## src/rtl/rtc_display_shadow_pkg.sv

```systemverilog
// Shared types and constants for the RTC display shadow and the screen top.
// The display set struct is the complete snapshot shown in one frame.
package rtc_display_shadow_pkg;

  localparam logic [3:0] ADDR_SS   = 4'd0;
  localparam logic [3:0] ADDR_MM   = 4'd1;
  localparam logic [3:0] ADDR_HH   = 4'd2;
  localparam logic [3:0] ADDR_DAY  = 4'd3;
  localparam logic [3:0] ADDR_MES  = 4'd4;
  localparam logic [3:0] ADDR_YEAR = 4'd5;
  localparam logic [3:0] ADDR_SS_T = 4'd6;
  localparam logic [3:0] ADDR_MM_T = 4'd7;
  localparam logic [3:0] ADDR_HH_T = 4'd8;
  localparam logic [3:0] ADDR_DOW  = 4'd9;
  localparam logic [3:0] ADDR_CTRL = 4'd10;

  localparam int CTRL_FMT  = 0;
  localparam int CTRL_AMPM = 1;
  localparam int CTRL_TEND = 2;

  localparam logic [7:0] RST_ZERO = 8'h00;
  localparam logic [7:0] RST_DAY  = 8'h01;
  localparam logic [7:0] RST_MES  = 8'h01;

  typedef struct packed {
    logic [7:0] ss;
    logic [7:0] mm;
    logic [7:0] hh;
    logic [7:0] day;
    logic [7:0] mes;
    logic [7:0] year;
    logic [7:0] ss_t;
    logic [7:0] mm_t;
    logic [7:0] hh_t;
    logic [2:0] dia_semana;
    logic       formato_hora;
    logic       am_pm;
    logic       timer_end;
  } disp_set_t;

  localparam disp_set_t DISP_RST = '{
    ss:           RST_ZERO,
    mm:           RST_ZERO,
    hh:           RST_ZERO,
    day:          RST_DAY,
    mes:          RST_MES,
    year:         RST_ZERO,
    ss_t:         RST_ZERO,
    mm_t:         RST_ZERO,
    hh_t:         RST_ZERO,
    dia_semana:   3'd0,
    formato_hora: 1'b0,
    am_pm:        1'b0,
    timer_end:    1'b0
  };

  function automatic logic bcd_ok(input logic [7:0] b);
    return (b[7:4] <= 4'd9) && (b[3:0] <= 4'd9);
  endfunction

endpackage

```

## src/rtl/rtc_display_shadow_vsync_edge.sv

```systemverilog
// Registered vsync leading-edge detector.
// Polarity selects which transition marks the start of the pulse.
module vsync_edge_detect #(
  parameter bit ACT_LOW = 1'b1
) (
  input  logic clk_i,
  input  logic rst_ni,
  input  logic vsync_i,
  output logic edge_o
);

  localparam logic INACT = ACT_LOW ? 1'b1 : 1'b0;

  logic vsync_q;
  logic edge_q;

  always_ff @(posedge clk_i or negedge rst_ni) begin
    if (!rst_ni) begin
      vsync_q <= INACT;
      edge_q  <= 1'b0;
    end else begin
      vsync_q <= vsync_i;
      edge_q  <= (vsync_i != INACT) && (vsync_q == INACT);
    end
  end

  assign edge_o = edge_q;

endmodule

```

## src/rtl/rtc_display_shadow.sv

```systemverilog
// Shadow/display register pair for the clock screen; validated BCD writes
// land in the shadow and are copied to the display at the vsync edge.
module rtc_display_shadow
  import rtc_display_shadow_pkg::*;
#(
  parameter bit VSYNC_ACT_LOW = 1'b1,
  parameter int ADDR_W        = 4
) (
  input  logic              clock,
  input  logic              reset,
  input  logic              wr_strobe,
  input  logic [ADDR_W-1:0] wr_addr,
  input  logic [7:0]        wr_data,
  input  logic              wr_hold,
  input  logic              vsync,
  output logic              wr_ack,
  output logic              bcd_error,
  output logic              commit_pulse,
  output logic [3:0]        digit1_HH,
  output logic [3:0]        digit0_HH,
  output logic [3:0]        digit1_MM,
  output logic [3:0]        digit0_MM,
  output logic [3:0]        digit1_SS,
  output logic [3:0]        digit0_SS,
  output logic [3:0]        digit1_DAY,
  output logic [3:0]        digit0_DAY,
  output logic [3:0]        digit1_MES,
  output logic [3:0]        digit0_MES,
  output logic [3:0]        digit1_YEAR,
  output logic [3:0]        digit0_YEAR,
  output logic [3:0]        digit1_HH_T,
  output logic [3:0]        digit0_HH_T,
  output logic [3:0]        digit1_MM_T,
  output logic [3:0]        digit0_MM_T,
  output logic [3:0]        digit1_SS_T,
  output logic [3:0]        digit0_SS_T,
  output logic              AM_PM,
  output logic [2:0]        dia_semana,
  output logic              formato_hora,
  output logic              timer_end
);

  disp_set_t sh_q, sh_d;
  disp_set_t disp_q;
  logic      dirty_q;
  logic      wr_ack_q, bcd_error_q, commit_q;
  logic      wr_ok;
  logic      vs_edge;
  logic      commit;

  vsync_edge_detect #(
    .ACT_LOW (VSYNC_ACT_LOW)
  ) u_edge (
    .clk_i   (clock),
    .rst_ni  (reset),
    .vsync_i (vsync),
    .edge_o  (vs_edge)
  );

  always_comb begin
    wr_ok = 1'b0;
    sh_d  = sh_q;
    if (wr_strobe) begin
      unique case (wr_addr)
        ADDR_W'(ADDR_SS): begin
          wr_ok = bcd_ok(wr_data);
          if (wr_ok) sh_d.ss = wr_data;
        end
        ADDR_W'(ADDR_MM): begin
          wr_ok = bcd_ok(wr_data);
          if (wr_ok) sh_d.mm = wr_data;
        end
        ADDR_W'(ADDR_HH): begin
          wr_ok = bcd_ok(wr_data);
          if (wr_ok) sh_d.hh = wr_data;
        end
        ADDR_W'(ADDR_DAY): begin
          wr_ok = bcd_ok(wr_data);
          if (wr_ok) sh_d.day = wr_data;
        end
        ADDR_W'(ADDR_MES): begin
          wr_ok = bcd_ok(wr_data);
          if (wr_ok) sh_d.mes = wr_data;
        end
        ADDR_W'(ADDR_YEAR): begin
          wr_ok = bcd_ok(wr_data);
          if (wr_ok) sh_d.year = wr_data;
        end
        ADDR_W'(ADDR_SS_T): begin
          wr_ok = bcd_ok(wr_data);
          if (wr_ok) sh_d.ss_t = wr_data;
        end
        ADDR_W'(ADDR_MM_T): begin
          wr_ok = bcd_ok(wr_data);
          if (wr_ok) sh_d.mm_t = wr_data;
        end
        ADDR_W'(ADDR_HH_T): begin
          wr_ok = bcd_ok(wr_data);
          if (wr_ok) sh_d.hh_t = wr_data;
        end
        ADDR_W'(ADDR_DOW): begin
          wr_ok = (wr_data[2:0] <= 3'd6);
          if (wr_ok) sh_d.dia_semana = wr_data[2:0];
        end
        ADDR_W'(ADDR_CTRL): begin
          wr_ok              = 1'b1;
          sh_d.formato_hora  = wr_data[CTRL_FMT];
          sh_d.am_pm         = wr_data[CTRL_AMPM];
          sh_d.timer_end     = wr_data[CTRL_TEND];
        end
        default: wr_ok = 1'b0;
      endcase
    end
  end

  assign commit = vs_edge && dirty_q && !wr_hold;

  // Commit copies the pre-write shadow; a same-cycle write keeps dirty set.
  always_ff @(posedge clock or negedge reset) begin
    if (!reset) begin
      sh_q        <= DISP_RST;
      disp_q      <= DISP_RST;
      dirty_q     <= 1'b0;
      wr_ack_q    <= 1'b0;
      bcd_error_q <= 1'b0;
      commit_q    <= 1'b0;
    end else begin
      sh_q        <= sh_d;
      wr_ack_q    <= wr_strobe && wr_ok;
      bcd_error_q <= wr_strobe && !wr_ok;
      commit_q    <= commit;
      if (commit) disp_q <= sh_q;
      if (wr_strobe && wr_ok) dirty_q <= 1'b1;
      else if (commit)        dirty_q <= 1'b0;
    end
  end

  assign wr_ack       = wr_ack_q;
  assign bcd_error    = bcd_error_q;
  assign commit_pulse = commit_q;

  assign digit1_HH   = disp_q.hh[7:4];
  assign digit0_HH   = disp_q.hh[3:0];
  assign digit1_MM   = disp_q.mm[7:4];
  assign digit0_MM   = disp_q.mm[3:0];
  assign digit1_SS   = disp_q.ss[7:4];
  assign digit0_SS   = disp_q.ss[3:0];
  assign digit1_DAY  = disp_q.day[7:4];
  assign digit0_DAY  = disp_q.day[3:0];
  assign digit1_MES  = disp_q.mes[7:4];
  assign digit0_MES  = disp_q.mes[3:0];
  assign digit1_YEAR = disp_q.year[7:4];
  assign digit0_YEAR = disp_q.year[3:0];
  assign digit1_HH_T = disp_q.hh_t[7:4];
  assign digit0_HH_T = disp_q.hh_t[3:0];
  assign digit1_MM_T = disp_q.mm_t[7:4];
  assign digit0_MM_T = disp_q.mm_t[3:0];
  assign digit1_SS_T = disp_q.ss_t[7:4];
  assign digit0_SS_T = disp_q.ss_t[3:0];

  assign AM_PM        = disp_q.am_pm;
  assign dia_semana   = disp_q.dia_semana;
  assign formato_hora = disp_q.formato_hora;
  assign timer_end    = disp_q.timer_end;

endmodule

```

## config.mk

```make
export PLATFORM = sky130hd
export DESIGN_NAME = rtc_display_shadow
export DESIGN_NICKNAME = d
export VERILOG_FILES = /design/src/rtl/rtc_display_shadow_pkg.sv /design/src/rtl/rtc_display_shadow_vsync_edge.sv /design/src/rtl/rtc_display_shadow.sv
export SDC_FILE = /design/constraint.sdc
export NUM_CORES = 1
export LEC_CHECK = 0
export CELL_PAD_IN_SITES_DETAIL_PLACEMENT = 1
export CELL_PAD_IN_SITES_GLOBAL_PLACEMENT = 1
export CORE_MARGIN = 5
export CORE_UTILIZATION = 42
export DETAILED_ROUTE_END_ITERATION = 8
export GPL_TIMING_DRIVEN = 0
export PLACE_DENSITY = 0.79
export REMOVE_ABC_BUFFERS = 1
export SLEW_MARGIN = 20
export SYNTH_ARGS = -nofsm -noshare
export SYNTH_HDL_FRONTEND = slang
export SYNTH_HIERARCHICAL = 1
export SYNTH_SLANG_ARGS = --single-unit
```

## constraint.sdc

```tcl
create_clock -name clock -period 1.7 [get_ports clock]
set_input_delay 0.51 -clock clock [delete_from_list [all_inputs] [get_ports clock]]
set_output_delay 0.51 -clock clock [all_outputs]
set_load 0.03 [all_outputs]
```

Yosys cells after proc, flatten, opt, wreduce, memory -nomap -nowiden
Index checks and enable logic that the tools add are counted.
{"block": "classes", "n_bitwise": 1, "muxes": 4, "n_eq_ne": 10, "magnitude_cmp": 3, "reduce_logical": 22}
{"cell": "3-bit AND reduction", "count": 10}
{"cell": "4-bit by 3-bit == test with 1-bit output (second input constant)", "count": 4}
{"cell": "4-bit == test (second input constant)", "count": 3}
{"cell": "9-bit OR reduction", "count": 1}
{"cell": "4-bit by 2-bit == test with 1-bit output (second input constant)", "count": 2}
{"cell": "4-bit <= comparator (second input constant)", "count": 2}
{"cell": "1-bit logical AND", "count": 6}
{"cell": "4-bit by 1-bit == test with 1-bit output (second input constant)", "count": 1}
{"cell": "4-bit logical NOT", "count": 1}
{"cell": "3-bit <= comparator (second input constant)", "count": 1}
{"cell": "1-bit 2-to-1 mux", "count": 3}
{"cell": "1-bit one-hot mux with 3 select lines", "count": 1}
{"cell": "1-bit logical NOT", "count": 2}
{"cell": "2-bit AND reduction", "count": 1}
{"cell": "2-bit nonzero test", "count": 1}
{"cell": "1-bit NOT", "count": 1}
{"block": "totals", "wordCells": 72, "regBits": 162}

Logic depth before layout (Yosys ltp)
Gate-level depths: netlist of run 1.
{"block": "logic_depth", "ltp_word": 6, "depth_mapped": 6}

Hierarchy
Netlist of run 1, hierarchy kept.
{"module": "rtc_display_shadow", "seq_area_each_um2": 4008.8, "instances": 1, "cells_per_inst": 537, "area_per_inst_um2": 6199.7}
{"module": "vsync_edge_detect", "seq_area_each_um2": 51.3, "instances": 1, "cells_per_inst": 3, "area_per_inst_um2": 65.1}

Worst setup path before layout of run 1
No wires, ideal clock.
{"block": "synth_path", "kind": "input to register", "from": "input port wr_data[6]", "to": "register sh_q[47] in the netlist's numbering", "setup_ps": 125, "arrival_ps": 1864, "required_ps": 1575, "path_slack_ps": -289, "stages": 6, "cell_sequence": "buf_2 -> o21ai_4 -> nand3b_4 -> or4_1 -> buf_6 -> mux2_4"}
{"block": "synth_via", "elab_chain_len": 3}
{"element": "start: declaration", "line": "rtc_display_shadow.sv:13", "source": "input logic [7:0] wr_data,"}
{"element": "4-bit <= comparator", "line": "rtc_display_shadow_pkg.sv:58", "source": "return (b[7:4] <= 4'd9) && (b[3:0] <= 4'd9);"}
{"element": "1-bit logical AND", "line": "rtc_display_shadow_pkg.sv:58"}
{"element": "3-bit AND reduction (no line)"}
{"element": "end signal: assignment", "line": "rtc_display_shadow.sv:121", "source": "sh_q <= DISP_RST;"}
{"element": "end signal: assignment", "line": "rtc_display_shadow.sv:128", "source": "sh_q <= sh_d;"}
{"element": "end: declaration", "line": "rtc_display_shadow.sv:43", "source": "disp_set_t sh_q, sh_d;"}
No other way between the ends.
A chain may end at the register's enable or synchronous reset.

Worst setup path after layout of run 1
{"block": "layout_path", "from": "input port wr_addr[1]", "to": "register sh_q[58] in the netlist's numbering"}
{"block": "layout_via", "elab_chain_len": 2}
{"element": "start: declaration", "line": "rtc_display_shadow.sv:12", "source": "input logic [ADDR_W-1:0] wr_addr,"}
{"element": "4-bit by 2-bit == test with 1-bit output", "line": "rtc_display_shadow.sv:64", "source": "unique case (wr_addr)"}
{"element": "3-bit AND reduction (no line)"}
No other way between the ends.

==> flow_summary.toml, run 1 <==
[hold_path]
hold_crit_class = "primary input to async pin"

[status]
run_status = "finished, final reports clean"

[die]
floorplan.die_area_mm2 = 0.01746
pin_count = 98
floorplan.die.width_um = 132.1
initial_util = 0.4294
core-area_mm2 = 0.01459
die_height_um = 132.1
row_count = 44

[detailed_routing]
wire_per_inst_um = 18.36
drc = 0
drtIter0Drc = 130
detailroute.via_count = 4185
antenna_left = 0
postRouteWirelength_um = 15350
route.detailed.vias_per_inst = 5.006
first_pass_iters = 4

[synthesis]
syn_area_per_cell_um2 = 11.60
post_synth_main_area_contributors = "sky130_fd_sc_hd__dfrtp_1 (63%), sky130_fd_sc_hd__nand2_1 (14%), sky130_fd_sc_hd__mux2_2 (11%), sky130_fd_sc_hd__mux2_4 (3.8%), sky130_fd_sc_hd__dfstp_2 (2.1%)"
synth_edf_count = 0
synth_simple_gate_area_share = 0.1688
synth_top_family_by_area = "simple AND/OR/NAND/NOR gates"
ys_top_cells_by_count = "sky130_fd_sc_hd__nand2_1 (236), sky130_fd_sc_hd__dfrtp_1 (157), sky130_fd_sc_hd__mux2_2 (62)"
ys_dominant_reg_cell = "sky130_fd_sc_hd__dfrtp_1"
netlist_instances = 540
seq_area_frac_synth = 0.6481
synth.cell_area_mm2 = 0.006265
post_synth_fa_ha_maj_area_fraction = 0
synthMostInstantiatedCell = "sky130_fd_sc_hd__nand2_1"
synth_compound_gate_area_share = 0.007989
yosysTopAreaCellShare = 0.6271
synth-xor-area-share = 0
synth_cell_types = 28
synth.ff_latch_count = 162
synth-async-reset-ratio = 1.000
synth_top_area_cell = "sky130_fd_sc_hd__dfrtp_1"
synthesis.yosys.warnings = 6
synthMuxAreaShare = 0.1498

[timing]
pnr_worst_setup_slack_ns = 0.007033
timing.final.crit_period_ns = 1.693
final_slew_violations = 0
setup_viol_count_final = 0
holdWs_ns = 0.03485
timing.final.crit_share = 0.9959
max_clock_freq_mhz = 590.7
grt_setup_unrepaired = "no"
final_count_of_hold_timing_violations = 0
worst-slew-pin-transition_ns = 0.5795
timing.slew.headroom = 0.6137
worst_clock_skew_ns = 0.004858

[critical_path]
worstPathRequired_ns = 2.01
critPathSlowestCell = "sky130_fd_sc_hd__or4_4"
worstPathArrival_ns = 2.00
critPathTopFamily = "simple AND/OR/NAND/NOR gates"
r2r.worst_path.cells = 5
cp_num_buf_inv = 1
path_max_fanout = 8
worst-setup-path-type = "primary input to flip-flop"
critical_path.max_stage_delay_ns = 0.63
critical_path.cell_chain = "dlygate4sd2_1, nand2_1, or4_4, mux2_4"
worstSetupEndpointType = "flip-flop"
worst_setup_path_startpoint = "wr_addr[1]"
worstSetupPathDepth = 4
critical_path.reg2reg.startpoint = "dirty_q$_DFFE_PN0P_"
cp-start-kind = "primary input"

[global_route]
grt.busiest_layer = "met2"
global_route.usage.met2 = 0.3077
maximum_number_of_pins_on_one_net_before_global_route_repair = 88
antenna_violations_before_repair = 2
vias_in_the_first_global_route = 4785
grt_remaining_overflow = 0
globalRouteMet1Util = 0.2268
met3_usage = 0.05573
gr-usage-all-layers = 0.1838
wire_length_of_the_first_global_routing_pass_um = 25640

[power_and_ir_drop]
sw_frac_of_total = 0.3243
post-layout-total-power_mw = 11.89
total_switching_power_mw = 3.855
worst_ir_drop_vdd_v = 0.0006862
power.share.clock = 0.319
intPower_mw = 8.031
standby_leakage_power_nw = 4.132
portion_of_total_power_attributed_to_combinational_logic = 0.240
power_density_mw_per_mm2 = 1509
power.share.sequential = 0.441

[placed_design]
post-place-cells = 795
gp_congestion = 0.7310
hpwlAfterDp_um = 9860
placedInstanceArea_mm2 = 0.007406
setup_slack_at_placement_ns = -1.392
io_buffers = 97

[clocking]
post_cts_hold_buffer_count = 0
clkSlewWorstSetupHoldPaths_ns = 0.06
number_of_buffers_created_by_cts = 17
clock-sinks = 162
cts-root-to-sink-buffers = 2
tritoncts = "done"
clock_tree.htree_level_count = 4
cts.root.buffer_cell = "sky130_fd_sc_hd__clkbuf_16"
clk_latency_ns = 0.43

[cells_and_area]
final_design_area_no_fill_mm2 = 0.007879
number_of_flip_flops_in_the_largest_register = 78
largest_register = "sh_q"
finalNonFillerCells = 836
nNetsFinal = 654
fillerInstances = 1521
post_route_cells_drive_above_1_share = 0.3123
area_delta_synth_final_pct = 25.76

[flow_run]
maxCapViolCount = 0
## routing by layer
layer  part of all wire  vias to the layer above
met4              0.015                        0
met2               0.52                       81
met1               0.43                     2154
met5                  0                        -
li1                   -                     1931
met3              0.044                       19
## area by class of cell
class / count / area (um^2) / area share
multi-input combinational: 345 / 2111 / 0.2679
sequential: 162 / 4060 / 0.5153
inverter: 3 / 18.77 / 0.002382
clock buffer: 22 / 474.2 / 0.06019
antenna: 2 / 5.005 / 0.0006352
tap: 184 / 230.2 / 0.02922
clock inverter: 10 / 107.6 / 0.01366
timing repair buffer: 108 / 872.1 / 0.1107
## path summary, 6_finish.rpt
check	end	slack (ns)
setup / recovery	sh_q[58]$_DFFE_PN0P_	0.007
max in group asynchronous	u_edge/vsync_q$_DFF_PN1_	0.82
min in group clock	sh_q[59]$_DFFE_PN0P_	0.42
setup reg to reg	digit1_MM_T[2]$_DFFE_PN0P_	0.32
hold reg to reg	digit0_MES[0]$_DFFE_PN1P_	0.46
hold / removal	digit1_MM_T[2]$_DFFE_PN0P_	0.03
## cells by family after synthesis
logic type,count (synthesis)
buffers and inverters,34
AND/OR/NAND/NOR,261
flip-flops,162
multiplexers,78
AO/OA/AOI/OAI,5
## per-stage QoR
step / TNS, ns / util
2_1_floorplan: -142.30 / -
3_3_place_gp: -1366.46 / 0.5016
3_5_place_dp: -177.95 / 0.5076
4_1_cts: 0 / 0.5517
5_1_grt: 0 / 0.5399
6_report: 0 / 0.5401
## power groups by stage
stage / Clock, mW / Sequential (mW) / Combinational [mW]
floorplan: 0 / 6.21 / 0.794
global placement: 0 / 5.24 / 3.14
detailed placement: 0 / 5.30 / 3.25
CTS: 3.85 / 5.25 / 3.03
global route: 4.04 / 5.35 / 3.10
finish: 3.79 / 5.24 / 2.86
## worst reg2reg max path: cells and delay by family, from the launching register on
kind / cells / cell delay (ns)
buffers and inverters: 2 / 0.50
and+or+nand+nor: 3 / 0.46
DFF: 1 / 0.36
## cells in the final DEF, fill, tap and decap left out, types with 6 or more instances in the layout
master | Yosys | routed
sky130_fd_sc_hd__buf_4 | 0 | 8
sky130_fd_sc_hd__clkbuf_16 | 0 | 17
sky130_fd_sc_hd__mux2_4 | 16 | 16
sky130_fd_sc_hd__mux2_2 | 62 | 62
sky130_fd_sc_hd__nand2_1 | 236 | 236
sky130_fd_sc_hd__dlygate4sd2_1 | 0 | 6
sky130_fd_sc_hd__dfrtp_1 | 157 | 157
sky130_fd_sc_hd__clkbuf_2 | 0 | 43
sky130_fd_sc_hd__or3_4 | 0 | 6
sky130_fd_sc_hd__clkdlybuf4s15_1 | 0 | 23
sky130_fd_sc_hd__clkdlybuf4s15_2 | 0 | 13
## repair_timing
action / CTS / global route
buffers inserted: 4 / 2
pin swaps: 5 / 4
endpoints found under the setup margin: 240 / 135
resized for setup: 217 / 66
cloned: 1 / 0
(Power assumes the default switching activity.)
==> run 2, diff against run 1 <==
--- a/config.mk
+++ b/config.mk
@@ -16,5 +16,4 @@
 export SLEW_MARGIN = 20
 export SYNTH_ARGS = -nofsm -noshare
 export SYNTH_HDL_FRONTEND = slang
-export SYNTH_HIERARCHICAL = 1
 export SYNTH_SLANG_ARGS = --single-unit
==> constraint.sdc (replaced) <==
create_clock -name clock -period 1.7 [get_ports clock]
set_input_delay 0.17 -clock clock [delete_from_list [all_inputs] [get_ports clock]]
set_output_delay 0.17 -clock clock [all_outputs]
set_load 0.03 [all_outputs]
==> run 2 against run 1 <==
  * Clock power is 11% higher
  * Clock-buffer cell count shrank 3
  * Utilization increased by 1.7 points
  * Largest power group unchanged
  * Combinational power grew 13%
  * Global-route usage decreased by 0.32 points
  * Sequential share of layout area shrank 1.6 points
  * The run now ends with setup timing left
  * Power increased by 6.3%
  * Critical path type unchanged
==> flow_summary.toml, run 2 <==
[die]
die_height_um = 132.1
core-area_mm2 = 0.01459
floorplan.die_area_mm2 = 0.01744
row_count = 44
pin_count = 98
floorplan.die.width_um = 132.1
initial_util = 0.4289

[cells_and_area]
area_delta_synth_final_pct = 29.87
post_route_cells_drive_above_1_share = 0.2052
largest_register = "sh_q"
finalNonFillerCells = 832
antennaDiodeCount = 0
final_standard_cell_utilization_of_the_core = 0.5570
nNetsFinal = 652
commonest_non_fill_non_tap_cells_in_the_layout = "sky130_fd_sc_hd__nand2_1 (236), sky130_fd_sc_hd__dfrtp_1 (157), sky130_fd_sc_hd__clkdlybuf4s50_1 (82)"
layout_commonest_cell = "sky130_fd_sc_hd__nand2_1"
final_design_area_no_fill_mm2 = 0.008127
number_of_flip_flops_in_the_largest_register = 78

[placed_design]
setup_slack_at_placement_ns = -1.123
hpwlAfterDp_um = 9772
io_buffers = 97
gp_congestion = 0.7253
placedInstanceArea_mm2 = 0.007406
post-place-cells = 795

[detailed_routing]
drtIter0Drc = 152
first_pass_iters = 4
antenna_left = 0
route.detailed.vias_per_inst = 4.992
detailroute.via_count = 4153
postRouteWirelength_um = 15150
drc = 0
wire_per_inst_um = 18.21

[global_route]
antenna_violations_before_repair = 0
gr-usage-all-layers = 0.1806
vias_in_the_first_global_route = 4675
maximum_number_of_pins_on_one_net_before_global_route_repair = 91
grt_remaining_overflow = 0
wire_length_of_the_first_global_routing_pass_um = 25010

[timing]
pnr_worst_setup_slack_ns = -0.07981
max_clock_freq_mhz = 561.9
worst-slew-pin-transition_ns = 0.6922
timing.final.crit_share = 1.047
worst_clock_skew_ns = 0.01376
setup_viol_count_final = 16
finalSetupTns_ns = -0.7446
holdWs_ns = 0.1908
grt_setup_unrepaired = "yes"
timing.slew.headroom = 0.5327
timing.final.crit_period_ns = 1.780
final_count_of_hold_timing_violations = 0
final_slew_violations = 0

[status]
run_status = "complete, but fails checks"
failing_checks = "setup timing"

[critical_path]
worstPathRequired_ns = 2.01
worst-setup-path-type = "primary input to flip-flop"
worstPathArrival_ns = 2.09
cp-start-kind = "primary input"
worstSetupEndpointType = "flip-flop"
critical_path.max_stage_delay_ns = 0.58
path_max_fanout = 8
critical_path.cell_chain = "clkdlybuf4s50_1, nor2b_1, nand2b_1, or3_1, mux2_2"
critPathSlowestCell = "sky130_fd_sc_hd__clkdlybuf4s50_1"
regToRegSetupSlack_ns = 0.22

[synthesis]
yosysTopAreaCellShare = 0.6279
syn_area_per_cell_um2 = 11.59
synth_cell_types = 27
synth.ff_latch_count = 162
synth_edf_count = 0
synth-async-reset-ratio = 1.000
ys_dominant_reg_cell = "sky130_fd_sc_hd__dfrtp_1"
seq_area_frac_synth = 0.6489
post_synth_main_area_contributors = "sky130_fd_sc_hd__dfrtp_1 (63%), sky130_fd_sc_hd__nand2_1 (14%), sky130_fd_sc_hd__mux2_2 (11%), sky130_fd_sc_hd__mux2_4 (3.8%), sky130_fd_sc_hd__dfstp_2 (2.1%)"
ys_top_cells_by_count = "sky130_fd_sc_hd__nand2_1 (236), sky130_fd_sc_hd__dfrtp_1 (157), sky130_fd_sc_hd__mux2_2 (62)"
netlist_instances = 540
synthMostInstantiatedCell = "sky130_fd_sc_hd__nand2_1"
synth_top_area_cell = "sky130_fd_sc_hd__dfrtp_1"
synth.cell_area_mm2 = 0.006257
synthesis.yosys.warnings = 0

[clocking]
clock_tree.htree_level_count = 4
tritoncts = "done"
clkSlewWorstSetupHoldPaths_ns = 0.07
number_of_buffers_created_by_cts = 17
clk_latency_ns = 0.43
cts-root-to-sink-buffers = 2
cts.root.buffer_cell = "sky130_fd_sc_hd__clkbuf_16"
clock-sinks = 162

[hold_path]
hold_crit_class = "primary input to flip-flop"

[flow_run]
maxCapViolCount = 0

[power_and_ir_drop]
worst_ir_drop_vdd_v = 0.0006695
post-layout-total-power_mw = 12.64
power_density_mw_per_mm2 = 1555
standby_leakage_power_nw = 4.137
[run 2: changes by cell type after synthesis, sizes merged]
cell    delta
clkbuf     +1
buf        -1
[run 2: per-layer routing]
layer / up-vias / GRT usage / part of all wire
li1: 1923 / - / -
met1: 2126 / 0.2196 / 0.43
met2: 83 / 0.3015 / 0.51
met3: 21 / 0.05534 / 0.042
met4: 0 / 0.06971 / 0.019
met5: - / 0 / 0
[run 2: area by class of cell]
class / instances / area, um^2
clock inverters: 13 / 210.2
clock buffers: 19 / 432.9
flip-flops and latches: 162 / 4060
fillers: 1488 / 6462
repair buffers: 107 / 1114
well taps: 184 / 230.2
inverters: 3 / 16.27
multi-input cells: 344 / 2063
[run 2: worst paths after layout]
path / depth (start not counted) / start / to
worst min-delay path: 1 / vsync / u_edge.vsync_q$_DFF_PN1_
min in group asynchronous: 2 / reset / digit1_HH[3]$_DFFE_PN0P_
worst max-delay path: 5 / wr_strobe / sh_q[69]$_DFFE_PN0P_
worst max register to register: 5 / dirty_q$_DFFE_PN0P_ / digit1_SS[2]$_DFFE_PN0P_
max in group asynchronous: 3 / reset / digit0_YEAR[0]$_DFFE_PN0P_
worst min register to register: 2 / sh_q[33]$_DFFE_PN0P_ / digit0_YEAR[3]$_DFFE_PN0P_
[run 2: worst max-delay path, delay by kind of cell]
family,cells,cell delay (ns)
buffers and inverters,1,0.58
muxes,1,0.36
and+or+nand+nor,3,0.97
[run 2: kinds of logic after synthesis]
kind of cell / Yosys count / share of synthesized area
AOI/OAI and AO/OA: 5 / 0.008000
buffers and inverters: 34 / 0.02539
DFF: 162 / 0.6489
muxes: 78 / 0.1500
and+or+nand+nor: 261 / 0.1678
[run 2: timing repair]
action                                  in CTS  in global routing
endpoints found under the setup margin     156                 61
resized for setup                           16                  8
endpoints found under the hold margin       84                  0
gates cloned                                 0                  0
setup buffers                                2                  2
hold buffers                                 1                  0
pin swaps                                    2                  1
[run 2: where the power goes]
group / switching [mW] / internal (mW) / leakage, nW
combinational: 1.83 / 1.39 / 1.73
clock: 1.59 / 2.61 / 0.295
sequential: 0.491 / 4.74 / 2.11
total: 3.91 / 8.73 / 4.14
